<file path="config.mk">
export PLATFORM = sky130hd
export DESIGN_NAME = window_ctrl
export DESIGN_NICKNAME = d
export VERILOG_FILES = /design/src/rtl/window_ctrl_pkg.sv /design/src/rtl/window_ctrl_raster_counter.sv /design/src/rtl/window_ctrl.sv
export SDC_FILE = /design/constraint.sdc
export NUM_CORES = 1
export LEC_CHECK = 0
export CAP_MARGIN = 20
export CELL_PAD_IN_SITES_DETAIL_PLACEMENT = 2
export CELL_PAD_IN_SITES_GLOBAL_PLACEMENT = 2
export CORE_MARGIN = 4
export CORE_UTILIZATION = 30
export DETAILED_ROUTE_END_ITERATION = 6
export GPL_TIMING_DRIVEN = 0
export HOLD_SLACK_MARGIN = 0.08
export PLACE_DENSITY = 0.87
export SLEW_MARGIN = 25
export SYNTH_ARGS = -nofsm -noshare
export SYNTH_HDL_FRONTEND = slang
export SYNTH_SLANG_ARGS = --single-unit
</file>
<file path="constraint.sdc">
create_clock -name clk -period 2.9 [get_ports clk]
set_input_delay 0.725 -clock clk [delete_from_list [all_inputs] [get_ports clk]]
set_output_delay 0.725 -clock clk [all_outputs]
set_load 0.02 [all_outputs]
</file>
<file path="src/rtl/window_ctrl_pkg.sv">
// Shared definitions for the 3x3 window controller.
//   WORD_SIZE      : width of a threshold word
//   COORD_W        : width of the column/row coordinates
//   THRESH_DEFAULT : threshold loaded at reset unless overridden
//   state_t        : controller FSM encoding
//   in_frame()     : true in the states where pixels are accepted
package window_ctrl_pkg;

  localparam int WORD_SIZE = 8;
  localparam int COORD_W   = 11;

  localparam logic [WORD_SIZE-1:0] THRESH_DEFAULT = 8'd150;

  typedef enum logic [1:0] {
    ST_IDLE   = 2'd0,
    ST_FILL   = 2'd1,
    ST_ACTIVE = 2'd2,
    ST_DONE   = 2'd3
  } state_t;

  function automatic logic in_frame(input state_t s);
    return (s == ST_FILL) || (s == ST_ACTIVE);
  endfunction

endpackage

</file>
<file path="src/rtl/window_ctrl_raster_counter.sv">
// raster_counter: column/row position of the incoming pixel stream.
//   clk, reset : clock and synchronous active-high reset
//   clr        : frame restart; zeroes col and row
//   in_frame   : controller is in a pixel-accepting state
//   en, hsync  : pixel-valid qualifier and line-start pulse
//   accept     : the offered pixel is inside the active area
//   eff_col/row: coordinates the current pixel lands on (after any line start)
//   overrun    : sticky, a pixel was offered past WIDTH or HEIGHT
module raster_counter
  import window_ctrl_pkg::*;
#(
  parameter int WIDTH  = 640,
  parameter int HEIGHT = 480
) (
  input  logic               clk,
  input  logic               reset,
  input  logic               clr,
  input  logic               in_frame,
  input  logic               en,
  input  logic               hsync,
  output logic               accept,
  output logic [COORD_W-1:0] eff_col,
  output logic [COORD_W-1:0] eff_row,
  output logic               overrun
);

  localparam logic [COORD_W-1:0] WIDTH_C  = COORD_W'(WIDTH);
  localparam logic [COORD_W-1:0] HEIGHT_C = COORD_W'(HEIGHT);
  localparam logic [COORD_W-1:0] ONE_C    = COORD_W'(1);
  localparam logic [COORD_W-1:0] ZERO_C   = COORD_W'(0);

  logic [COORD_W-1:0] col_q, col_d;
  logic [COORD_W-1:0] row_q, row_d;
  logic               overrun_q, overrun_d;
  logic               line_start_s;

  // Fold a line start into the coordinates so a pixel arriving with hsync lands on col 0 of the new row.
  always_comb begin
    line_start_s = hsync && in_frame;
    eff_col      = col_q;
    eff_row      = row_q;
    if (line_start_s) begin
      eff_col = ZERO_C;
      // Row saturates at HEIGHT so surplus line starts keep it out of range instead of wrapping.
      if (row_q < HEIGHT_C) begin
        eff_row = row_q + ONE_C;
      end else begin
        eff_row = row_q;
      end
    end else begin
      eff_col = col_q;
      eff_row = row_q;
    end
    accept = en && in_frame && (eff_col < WIDTH_C) && (eff_row < HEIGHT_C);
  end

  // Counter and overrun next-state; a frame restart wins over line and pixel events.
  always_comb begin
    col_d = col_q;
    row_d = row_q;
    if (clr) begin
      col_d = ZERO_C;
      row_d = ZERO_C;
    end else if (accept) begin
      col_d = eff_col + ONE_C;
      row_d = eff_row;
    end else begin
      col_d = eff_col;
      row_d = eff_row;
    end
    overrun_d = overrun_q || (en && in_frame && !accept && !clr);
  end

  // Counter registers.
  always_ff @(posedge clk) begin
    if (reset) begin
      col_q     <= ZERO_C;
      row_q     <= ZERO_C;
      overrun_q <= 1'b0;
    end else begin
      col_q     <= col_d;
      row_q     <= row_d;
      overrun_q <= overrun_d;
    end
  end

  assign overrun = overrun_q;

endmodule

</file>
<file path="src/rtl/window_ctrl.sv">
// window_ctrl: frame FSM and 3x3 window tracking for a raster pixel stream.
//   clk, reset    : clock and synchronous active-high reset
//   en            : pixel valid; hsync / vsync : line / frame start pulses
//   thresh_cfg    : threshold request, taken at frame start
//   shift_en      : line-buffer advance (combinational, equals pixel accept)
//   win_valid     : registered; 3x3 window centred at (cx, cy) complete
//   thresh_active : threshold in force for the current frame
//   frame_done    : pulse in the cycle after the last pixel
//   frame_abort   : pulse after vsync interrupts an unfinished frame
//   overrun       : sticky out-of-range pixel flag; busy : FSM not idle
module window_ctrl
  import window_ctrl_pkg::*;
#(
  parameter int                    WIDTH      = 640,
  parameter int                    HEIGHT     = 480,
  parameter logic [WORD_SIZE-1:0]  THRESH_RST = THRESH_DEFAULT
) (
  input  logic                 clk,
  input  logic                 reset,
  input  logic                 en,
  input  logic                 hsync,
  input  logic                 vsync,
  input  logic [WORD_SIZE-1:0] thresh_cfg,
  output logic                 shift_en,
  output logic                 win_valid,
  output logic [COORD_W-1:0]   cx,
  output logic [COORD_W-1:0]   cy,
  output logic [WORD_SIZE-1:0] thresh_active,
  output logic                 frame_done,
  output logic                 frame_abort,
  output logic                 overrun,
  output logic                 busy
);

  localparam logic [COORD_W-1:0] LAST_COL_C = COORD_W'(WIDTH - 1);
  localparam logic [COORD_W-1:0] LAST_ROW_C = COORD_W'(HEIGHT - 1);
  localparam logic [COORD_W-1:0] TWO_C      = COORD_W'(2);
  localparam logic [COORD_W-1:0] ONE_C      = COORD_W'(1);
  localparam logic [COORD_W-1:0] ZERO_C     = COORD_W'(0);

  state_t               state_q, state_d;
  logic                 in_frame_s, vsync_take_s, accept_s, count_s;
  logic [COORD_W-1:0]   eff_col_s, eff_row_s;
  logic                 win_valid_q, win_valid_d;
  logic [COORD_W-1:0]   cx_q, cx_d, cy_q, cy_d;
  logic [WORD_SIZE-1:0] thresh_q, thresh_d;
  logic                 frame_done_q, frame_done_d;
  logic                 frame_abort_q, frame_abort_d;
  logic                 busy_q, busy_d;

  assign in_frame_s   = in_frame(state_q);
  // vsync is honoured everywhere except the one-cycle DONE state.
  assign vsync_take_s = vsync && (state_q != ST_DONE);
  // A pixel coinciding with a frame restart drives the line buffer but is not counted.
  assign count_s      = accept_s && !vsync_take_s;
  assign shift_en     = accept_s;

  raster_counter #(
    .WIDTH  (WIDTH),
    .HEIGHT (HEIGHT)
  ) u_raster (
    .clk      (clk),
    .reset    (reset),
    .clr      (vsync_take_s),
    .in_frame (in_frame_s),
    .en       (en),
    .hsync    (hsync),
    .accept   (accept_s),
    .eff_col  (eff_col_s),
    .eff_row  (eff_row_s),
    .overrun  (overrun)
  );

  // Frame FSM next-state.
  always_comb begin
    state_d = state_q;
    case (state_q)
      ST_IDLE: begin
        if (vsync) state_d = ST_FILL;
        else       state_d = ST_IDLE;
      end
      ST_FILL: begin
        if (vsync)                   state_d = ST_FILL;
        else if (eff_row_s == TWO_C) state_d = ST_ACTIVE;
        else                         state_d = ST_FILL;
      end
      ST_ACTIVE: begin
        if (vsync) begin
          state_d = ST_FILL;
        end else if (count_s && (eff_col_s == LAST_COL_C) && (eff_row_s == LAST_ROW_C)) begin
          state_d = ST_DONE;
        end else begin
          state_d = ST_ACTIVE;
        end
      end
      ST_DONE: state_d = ST_IDLE;
      default: state_d = ST_IDLE;
    endcase
  end

  // Window, threshold and status output next-state.
  always_comb begin
    // The window centred one pixel up-left is complete once two rows and two columns precede it.
    win_valid_d = count_s && (eff_row_s >= TWO_C) && (eff_col_s >= TWO_C);
    cx_d        = cx_q;
    cy_d        = cy_q;
    if (win_valid_d) begin
      cx_d = eff_col_s - ONE_C;
      cy_d = eff_row_s - ONE_C;
    end else begin
      cx_d = cx_q;
      cy_d = cy_q;
    end
    if (vsync_take_s) begin
      thresh_d = thresh_cfg;
    end else begin
      thresh_d = thresh_q;
    end
    frame_done_d  = (state_d == ST_DONE);
    frame_abort_d = vsync && in_frame_s;
    busy_d        = (state_d != ST_IDLE);
  end

  // State and output registers.
  always_ff @(posedge clk) begin
    if (reset) begin
      state_q       <= ST_IDLE;
      win_valid_q   <= 1'b0;
      cx_q          <= ZERO_C;
      cy_q          <= ZERO_C;
      thresh_q      <= THRESH_RST;
      frame_done_q  <= 1'b0;
      frame_abort_q <= 1'b0;
      busy_q        <= 1'b0;
    end else begin
      state_q       <= state_d;
      win_valid_q   <= win_valid_d;
      cx_q          <= cx_d;
      cy_q          <= cy_d;
      thresh_q      <= thresh_d;
      frame_done_q  <= frame_done_d;
      frame_abort_q <= frame_abort_d;
      busy_q        <= busy_d;
    end
  end

  assign win_valid     = win_valid_q;
  assign cx            = cx_q;
  assign cy            = cy_q;
  assign thresh_active = thresh_q;
  assign frame_done    = frame_done_q;
  assign frame_abort   = frame_abort_q;
  assign busy          = busy_q;

endmodule

</file>
==> results of run 1 <==
## per-stage QoR
step           worst slack (ns)  cells  total power [W]
6_report                 -0.483    624          0.00222
5_1_grt                  -0.549    624          0.00228
4_1_cts                  -0.557    605          0.00218
3_5_place_dp              -1.41    573          0.00103
3_3_place_gp              -1.38    573          0.00103
2_1_floorplan           -0.0173    385         0.000957
## cell families (layout without fill, tap and decap cells)
kind of cell / Yosys count / count (layout) / share of synthesized area, %
mux: 8 / 8 / 2.37
buf+inv: 37 / 136 / 7.14
xor+xnor: 31 / 31 / 8.03
fa+ha+maj: 10 / 10 / 3.70
compound gates: 68 / 68 / 16.7
flops: 59 / 59 / 34.9
simple gates: 172 / 172 / 27.1
## how the worst max path moves through the flow
stage / start / end / slack [ns] / cells after the start
floorplan: hsync / shift_en / -0.02 / 6
global placement: hsync / shift_en / -1.38 / 8
detailed placement: hsync / shift_en / -1.41 / 8
CTS: state_q[0]$_SDFF_PP0_ / shift_en / -0.56 / 9
global route: state_q[1]$_SDFF_PP0_ / busy$_SDFF_PP0_ / -0.55 / 15
finish: state_q[1]$_SDFF_PP0_ / shift_en / -0.48 / 10
## tightest hold or removal path: stages, from the launching register on
cell and delay, ns:
dfxtp_1 0.33, nor2_1 0.05, nor2_1 0.07
## registers in the layout (all words and copies together), names as in the netlist
register          flops
thresh_active         8
busy                  1
frame_done            1
cx                   11
frame_abort           1
u_raster.row_q       11
win_valid             1
state_q               2
cy                   11
u_raster.col_q       11
u_raster.overrun      1
## cell type report
| type | count | area (um^2) |
|---|---|---|
| flip-flops and latches | 59 | 1190 |
| clock inverters | 7 | 77.6 |
| fillers | 1183 | 5910 |
| well taps | 140 | 175 |
| clock buffers | 9 | 225 |
| repair buffers | 85 | 808 |
| inverters | 12 | 47.5 |
| plain buffers | 23 | 201 |
| multi-input cells | 289 | 2300 |
## what timing repair did
| item | CTS | global route |
|---|---|---|
| pin swaps | 4 | 22 |
| gates cloned | 1 | 1 |
| setup buffers | 15 | 21 |
| resized for setup | 29 | 66 |
| endpoints found under the setup margin | 38 | 34 |
## metal layers
metal | vias to the layer above | part of all wire, %
li1 | 1552 | -
met1 | 1762 | 41
met2 | 111 | 51
met3 | 38 | 4.7
met4 | 0 | 3.6
met5 | - | 0
## synthesized netlist by cell type, types with 3 or more instances
cell,count
a211oi_1,5
a211oi_2,7
a21oi_1,16
a311oi_1,3
a311oi_2,5
a31oi_1,6
and2_1,7
and3_1,7
buf_6,7
clkbuf_1,10
clkbuf_8,3
dfxtp_1,59
ha_1,10
inv_1,11
mux2i_1,8
nand2_1,41
nand2b_1,3
nand3_1,5
nand3b_1,6
nand4_1,5
nor2_1,50
nor2_2,3
nor3_1,8
nor3b_1,3
nor4_1,5
o21a_1,3
o21ai_0,7
or3_2,3
xnor2_1,22
xor2_1,9
## power breakdown
group / switching [W] / internal, W / leakage [nW]
registers: 0.00000823 / 0.000822 / 0.479
logic: 0.000141 / 0.000104 / 1.21
clock network: 0.000477 / 0.000671 / 0.146
==> out/metrics.csv, run 1 <==
stage;metric;value;unit
yosys;synth_fp_nets;408;
clock_network;clk_pin_slew;0.06;ns
yosys;async_flop_share;0;%
cells_and_area;final_cell_mix;dfxtp_1 (56), clkdlybuf4s50_1 (46), nor2_1 (44), nand2_1 (38), buf_4 (28);
clock_network;cts_hold_buffers;0;
timing;finalCritPeriodShare;117;%
yosys;ys_ff_latch;59;
cells_and_area;stdcell_area;0.00502;mm^2
yosys;synth_area;0.00338;mm^2
clock_network;numCtsBuffers;9;
timing;period_needed;3.38;ns
power_and_ir_drop;power_density;443;mW/mm^2
yosys;ys_types;67;
yosys;ys.flop_type;dfxtp_1;
status;violations;negative setup slack;
global_routing;grt_use_total;20.2;%
clock_network;cts-root-buf;clkbuf_16;
clock_network;clock_sinks;59;
cells_and_area;drive_above_1_share;29.8;%
global_routing;grt_use_met1;24.4;%
die;die_height;114;um
clock_network;cts_tree;yes;
worst_setup_path;worst-setup-path-type;reg -> out;
worst_setup_path;cp_cell_sequence;inv_2 -> ha_4 -> buf_6 -> buf_6 -> and4bb_2 -> and4_4 -> xnor2_4 -> o41ai_4 -> inv_2 -> buf_6;
status;status;finished with violations;
power_and_ir_drop;p_leak;1.83;nW
detailed_routing;drc;0;
worst_hold_path;hold_start;u_raster.overrun$_SDFF_PP0_;
timing;setup_viol;25;
yosys;ys_seq_area_share;34.9;%
worst_setup_path;r2r_start;state_q[1]$_SDFF_PP0_;
clock_network;h-tree-depth;3;
die;core;0.0109;mm^2
worst_setup_path;rr_endpoint;busy$_SDFF_PP0_;
global_routing;grt_overflow;0;
yosys;synth_warnings;0;
worst_hold_path;whs_path_depth;2;
timing;grt_setup_unrepaired;true;
run;cap_violations;0;
clock_network;insertion_delay;0.36;ns
worst_setup_path;arrival;2.66;ns
die;initial_core_util;30.9;%
yosys;yosysTopAreaCellShare;34.9;%
yosys;synthTopCellsByArea;dfxtp_1 (35%), xnor2_1 (5.7%), nor2_1 (5.5%), nand2_1 (4.5%), ha_1 (3.7%);
yosys;yosysTopAreaCell;dfxtp_1;
global_routing;grt_pass1_wl;20200;um
global_routing;grt_busiest_layer;met2;
cells_and_area;layout.nets;502;
detailed_routing;route.antenna.remaining_nets;0;
worst_hold_path;holdCritPathClass;reg -> reg;
global_routing;use_met3;4.76;%
worst_setup_path;start_kind;flip-flop;
worst_setup_path;cp_max_fo;3;
detailed_routing;drt-total-wl;16400;um
worst_setup_path;critical_path.max_stage_delay;0.46;ns
placement;place_area;0.00408;mm^2
detailed_routing;vias;3463;
timing;tns;-3.28;ns
yosys;synth_edf_count;0;
worst_setup_path;slowest_stage;o41ai_4;
worst_setup_path;required;2.17;ns
worst_setup_path;crit_family;buffers and inverters;
yosys;netlist_instances;385;
global_routing;met2_usage;35.0;%
timing;finalHoldViolCount;0;
global_routing;antenna_found_initial;0;
cells_and_area;final_common_cell;dfxtp_1;
yosys;syn_avg_cell_area;8.79;um^2
timing;fin_ws;-0.483;ns
timing;slew_viol_final;0;
placement;io_buffer_count;48;
worst_setup_path;r2r_setup_slack;-0.44;ns
power_and_ir_drop;ir_drop;0.000325;V
timing;tightest_slew;0.747;ns
die;die_w;114;um
detailed_routing;first_pass_iters;4;
timing;hold_ws;0.482;ns
timing;relSlewSlack;50.2;%
detailed_routing;viasPerCell;5.55;
cells_and_area;finish.utilization;45.9;%
die;io_pins;49;
worst_setup_path;crit_top_cell;buf_6;
clock_network;clock_path_buffers;2;
detailed_routing;drtIter0Drc;234;
global_routing;grt_pass1_vias;3598;
cells_and_area;areaGrowthSynthToFinish;48.4;%
timing;fmax;0.296;GHz
global_routing;grt_max_degree;13;
worst_setup_path;worstRegToRegCells;15;
worst_setup_path;crit_buf_inv;5;
worst_setup_path;crit_path_end_kind;primary output;
detailed_routing;wl_per_cell;26.2;um
timing;skew;0.00923;ns
die;rows;38;
die;die-area;0.0130;mm^2
placement;gp_congestion;0.813;
cells_and_area;diodes;0;
worst_hold_path;worstHoldEndpoint;u_raster.overrun$_SDFF_PP0_;
placement;dp_hpwl;8350;um
Note: power is estimated with default switching activity, not from simulation.
==> run 2: changes to the inputs <==
--- a/config.mk
+++ b/config.mk
@@ -11,10 +11,10 @@
 export CORE_MARGIN = 4
 export CORE_UTILIZATION = 30
 export DETAILED_ROUTE_END_ITERATION = 6
+export GPL_ROUTABILITY_DRIVEN = 1
 export GPL_TIMING_DRIVEN = 0
 export HOLD_SLACK_MARGIN = 0.08
 export PLACE_DENSITY = 0.87
-export SLEW_MARGIN = 25
 export SYNTH_ARGS = -nofsm -noshare
 export SYNTH_HDL_FRONTEND = slang
 export SYNTH_SLANG_ARGS = --single-unit
==> constraint.sdc (replaced) <==
create_clock -name clk -period 3 [get_ports clk]
set_input_delay 0.75 -clock clk [delete_from_list [all_inputs] [get_ports clk]]
set_output_delay 0.75 -clock clk [all_outputs]
set_load 0.02 [all_outputs]
==> run 2 against run 1 <==
The flow still finishes with violations (negative setup slack). Sequential share of layout area increased by 0.74 points. Global-route usage rose by 1.2 points. Routed wire length fell by 6.2%. First-iteration DRC count is 15% lower. Clock skew fell by 0.0021 ns. Count of clock-buffer cells in the layout did not move. Power shrank 4.7%. Utilization is 1.3 points lower. Worst setup slack better by 0.11 ns. Sequential cell count did not move. Critical endpoint unchanged. Largest power group unchanged. Highest routed layer unchanged.
==> out/metrics.csv, run 2 (synthesized netlist as in run 1, its figures left out) <==
stage;metric;value;unit;change
placement;io_buffer_count;48;;unchanged
run;cap_violations;0;;unchanged
timing;grt_setup_unrepaired;true;;
worst_setup_path;arrival;2.62;ns;-0.04 ns
detailed_routing;drt-total-wl;15400;um;-6.2%
status;status;finished with violations;;
worst_setup_path;crit_family;simple AND/OR/NAND/NOR gates;;
timing;tightest_slew;0.728;ns;-0.0184 ns
cells_and_area;instances_no_fill;623;;-0.16%
cells_and_area;drive_above_1_share;28.0;%;-1.8 points
placement;dp_hpwl;8540;um;+2.3%
detailed_routing;drtIter0Drc;199;;-15%
timing;finalCritPeriodShare;112;%;
worst_setup_path;cp_cell_sequence;inv_4 -> ha_4 -> nand4bb_4 -> buf_6 -> nor4_4 -> xnor2_2 -> o41ai_4 -> inv_2 -> buf_6;;
clock_network;clock_sinks;59;;unchanged
placement;gp_congestion;0.819;;+0.65%
cells_and_area;diodes;0;;unchanged
worst_setup_path;critical_path.max_stage_delay;0.47;ns;about the same
power_and_ir_drop;totalPowerFinal;0.00212;W;-4.7%
die;die_height;114;um;unchanged
timing;slew_viol_final;0;;unchanged
clock_network;cts_tree;yes;;
cells_and_area;final_cell_mix;dfxtp_1 (54), nor2_1 (50), clkdlybuf4s50_1 (46), nand2_1 (38), buf_4 (32);;
worst_setup_path;crit_top_cell;buf_6;;
detailed_routing;viasPerCell;5.56;;+0.13%
die;rows;38;;unchanged
worst_hold_path;holdCritPathClass;reg -> reg;;
cells_and_area;areaGrowthSynthToFinish;44.3;%;
timing;fin_ws;-0.372;ns;+0.110 ns
timing;relSlewSlack;51.5;%;+1.2 points
worst_setup_path;required;2.25;ns;+0.08 ns
power_and_ir_drop;ir_drop;0.000216;V;-33%
timing;fmax;0.297;GHz;
placement;dp_cells;573;;unchanged
timing;setup_viol;5;;-80%
power_and_ir_drop;power_density;434;mW/mm^2;-2.0%
worst_setup_path;slowest_stage;o41ai_4;;
timing;period_needed;3.37;ns;
detailed_routing;drc;0;;unchanged
status;violations;negative setup slack;;
clock_network;cts-root-buf;clkbuf_16;;
cells_and_area;final_common_cell;dfxtp_1;;
detailed_routing;wl_per_cell;24.7;um;-6.0%
clock_network;clock_path_buffers;2;;unchanged
die;die-area;0.0130;mm^2;unchanged
die;die_w;114;um;unchanged
worst_setup_path;crit_path_end_kind;primary output;;
detailed_routing;route.antenna.remaining_nets;0;;unchanged
global_routing;grt_use_total;21.4;%;+1.2 points
worst_setup_path;start_kind;flip-flop;;
power_and_ir_drop;p_leak;1.78;nW;-3.0%
global_routing;grt_max_degree;13;;unchanged
global_routing;grt_pass1_wl;21300;um;+5.6%
global_routing;antenna_found_initial;0;;unchanged
cells_and_area;layout.nets;501;;-0.20%
cells_and_area;fill_cells;1162;;-1.8%
detailed_routing;first_pass_iters;4;;unchanged
clock_network;numCtsBuffers;9;;unchanged
global_routing;grt_pass1_vias;3733;;+3.8%
die;io_pins;49;;unchanged
worst_setup_path;cp_max_fo;3;;unchanged
worst_setup_path;crit_buf_inv;4;;-1
detailed_routing;vias;3462;;-0.029%
clock_network;insertion_delay;0.35;ns;about the same
timing;finalHoldViolCount;0;;unchanged
timing;skew;0.00718;ns;-0.00205 ns
global_routing;grt_overflow;0;;unchanged
die;core;0.0109;mm^2;unchanged
clock_network;clk_pin_slew;0.06;ns;about the same
worst_setup_path;worst-setup-path-type;reg -> out;;
clock_network;h-tree-depth;3;;unchanged
die;initial_core_util;30.9;%;unchanged
run 2: changes by cell type in the layout (fill, tap and decap cells not counted), moves of 4 or more:
cell,delta
nor2_2,-4
nor2_1,+6
buf_4,+4
buf_6,-5
run 2: worst register-to-register path, stage by stage (launching register included):
cell,delay (ns)
dfxtp_4,0.36
inv_4,0.04
ha_4,0.29
nand4bb_4,0.13
buf_6,0.16
buf_6,0.11
nor2_4,0.26
a21oi_4,0.15
inv_2,0.11
ha_4,0.13
nand4b_1,0.10
or4_4,0.46
nor4b_4,0.35
a41oi_2,0.22
o22ai_1,0.22
run 2: worst paths after layout:
check             slack [ns]                       endpoint  cells past startpoint                           from
setup / recovery       -0.37                       shift_en                      9          state_q[0]$_SDFF_PP0_
hold / removal          0.46  thresh_active[6]$_SDFFE_PP0P_                      2  thresh_active[6]$_SDFFE_PP0P_
setup reg to reg       -0.16                busy$_SDFF_PP0_                     14          state_q[0]$_SDFF_PP0_
hold reg to reg         0.46  thresh_active[6]$_SDFFE_PP0P_                      2  thresh_active[6]$_SDFFE_PP0P_
run 2: power by group:
| part | internal [W] | switching [W] | leakage (nW) |
|---|---|---|---|
| clock | 0.000647 | 0.000434 | 0.142 |
| sequential | 0.000794 | 0.00000713 | 0.480 |
| combinational | 0.000101 | 0.000133 | 1.15 |
run 2: final cells by class:
class                           instances  area, um^2  share of cell area, %
Sequential cell                        59        1190                   24.4
Timing Repair Buffer                   83         759                   15.6
Inverter                               12        47.5                  0.974
Clock buffer                            9         225                   4.61
Buffer                                 24         194                   3.97
Tap cell                              140         175                   3.59
Clock inverter                          7        76.3                   1.56
Multi-Input combinational cell        289        2210                   45.3
run 2: layer usage:
layer  wire, um  share of wire, %  global-route usage, %  vias to the layer above
met4        571               3.7                   11.1                        0
li1           -                 -                      -                     1542
met5          0                 0                      0                        -
met3        667               4.3                   3.70                       47
met2       7680                50                   36.9                      118
met1       6450                42                   25.3                     1755
run 2: repair_timing:
action | in CTS | in global routing
setup buffers | 15 | 20
setup endpoints to repair | 38 | 28
gates resized for setup | 40 | 30
pin swaps | 7 | 16
hold buffers | 0 | 0
run 2: metrics by stage:
stage	setup TNS (ns)	setup WS (ns)	hold slack, ns	utilization (%)	area, um^2
4_1_cts	-0.423	-0.423	0.461	42.3	4620
3_5_place_dp	-30.67	-1.36	0.454	37.3	4080
3_3_place_gp	-26.15	-1.33	0.445	37.3	4080
6_report	-0.753	-0.372	0.457	44.6	4880
2_1_floorplan	0	0.0282	0.497	-	3420
5_1_grt	-2.03	-0.438	0.486	44.6	4880
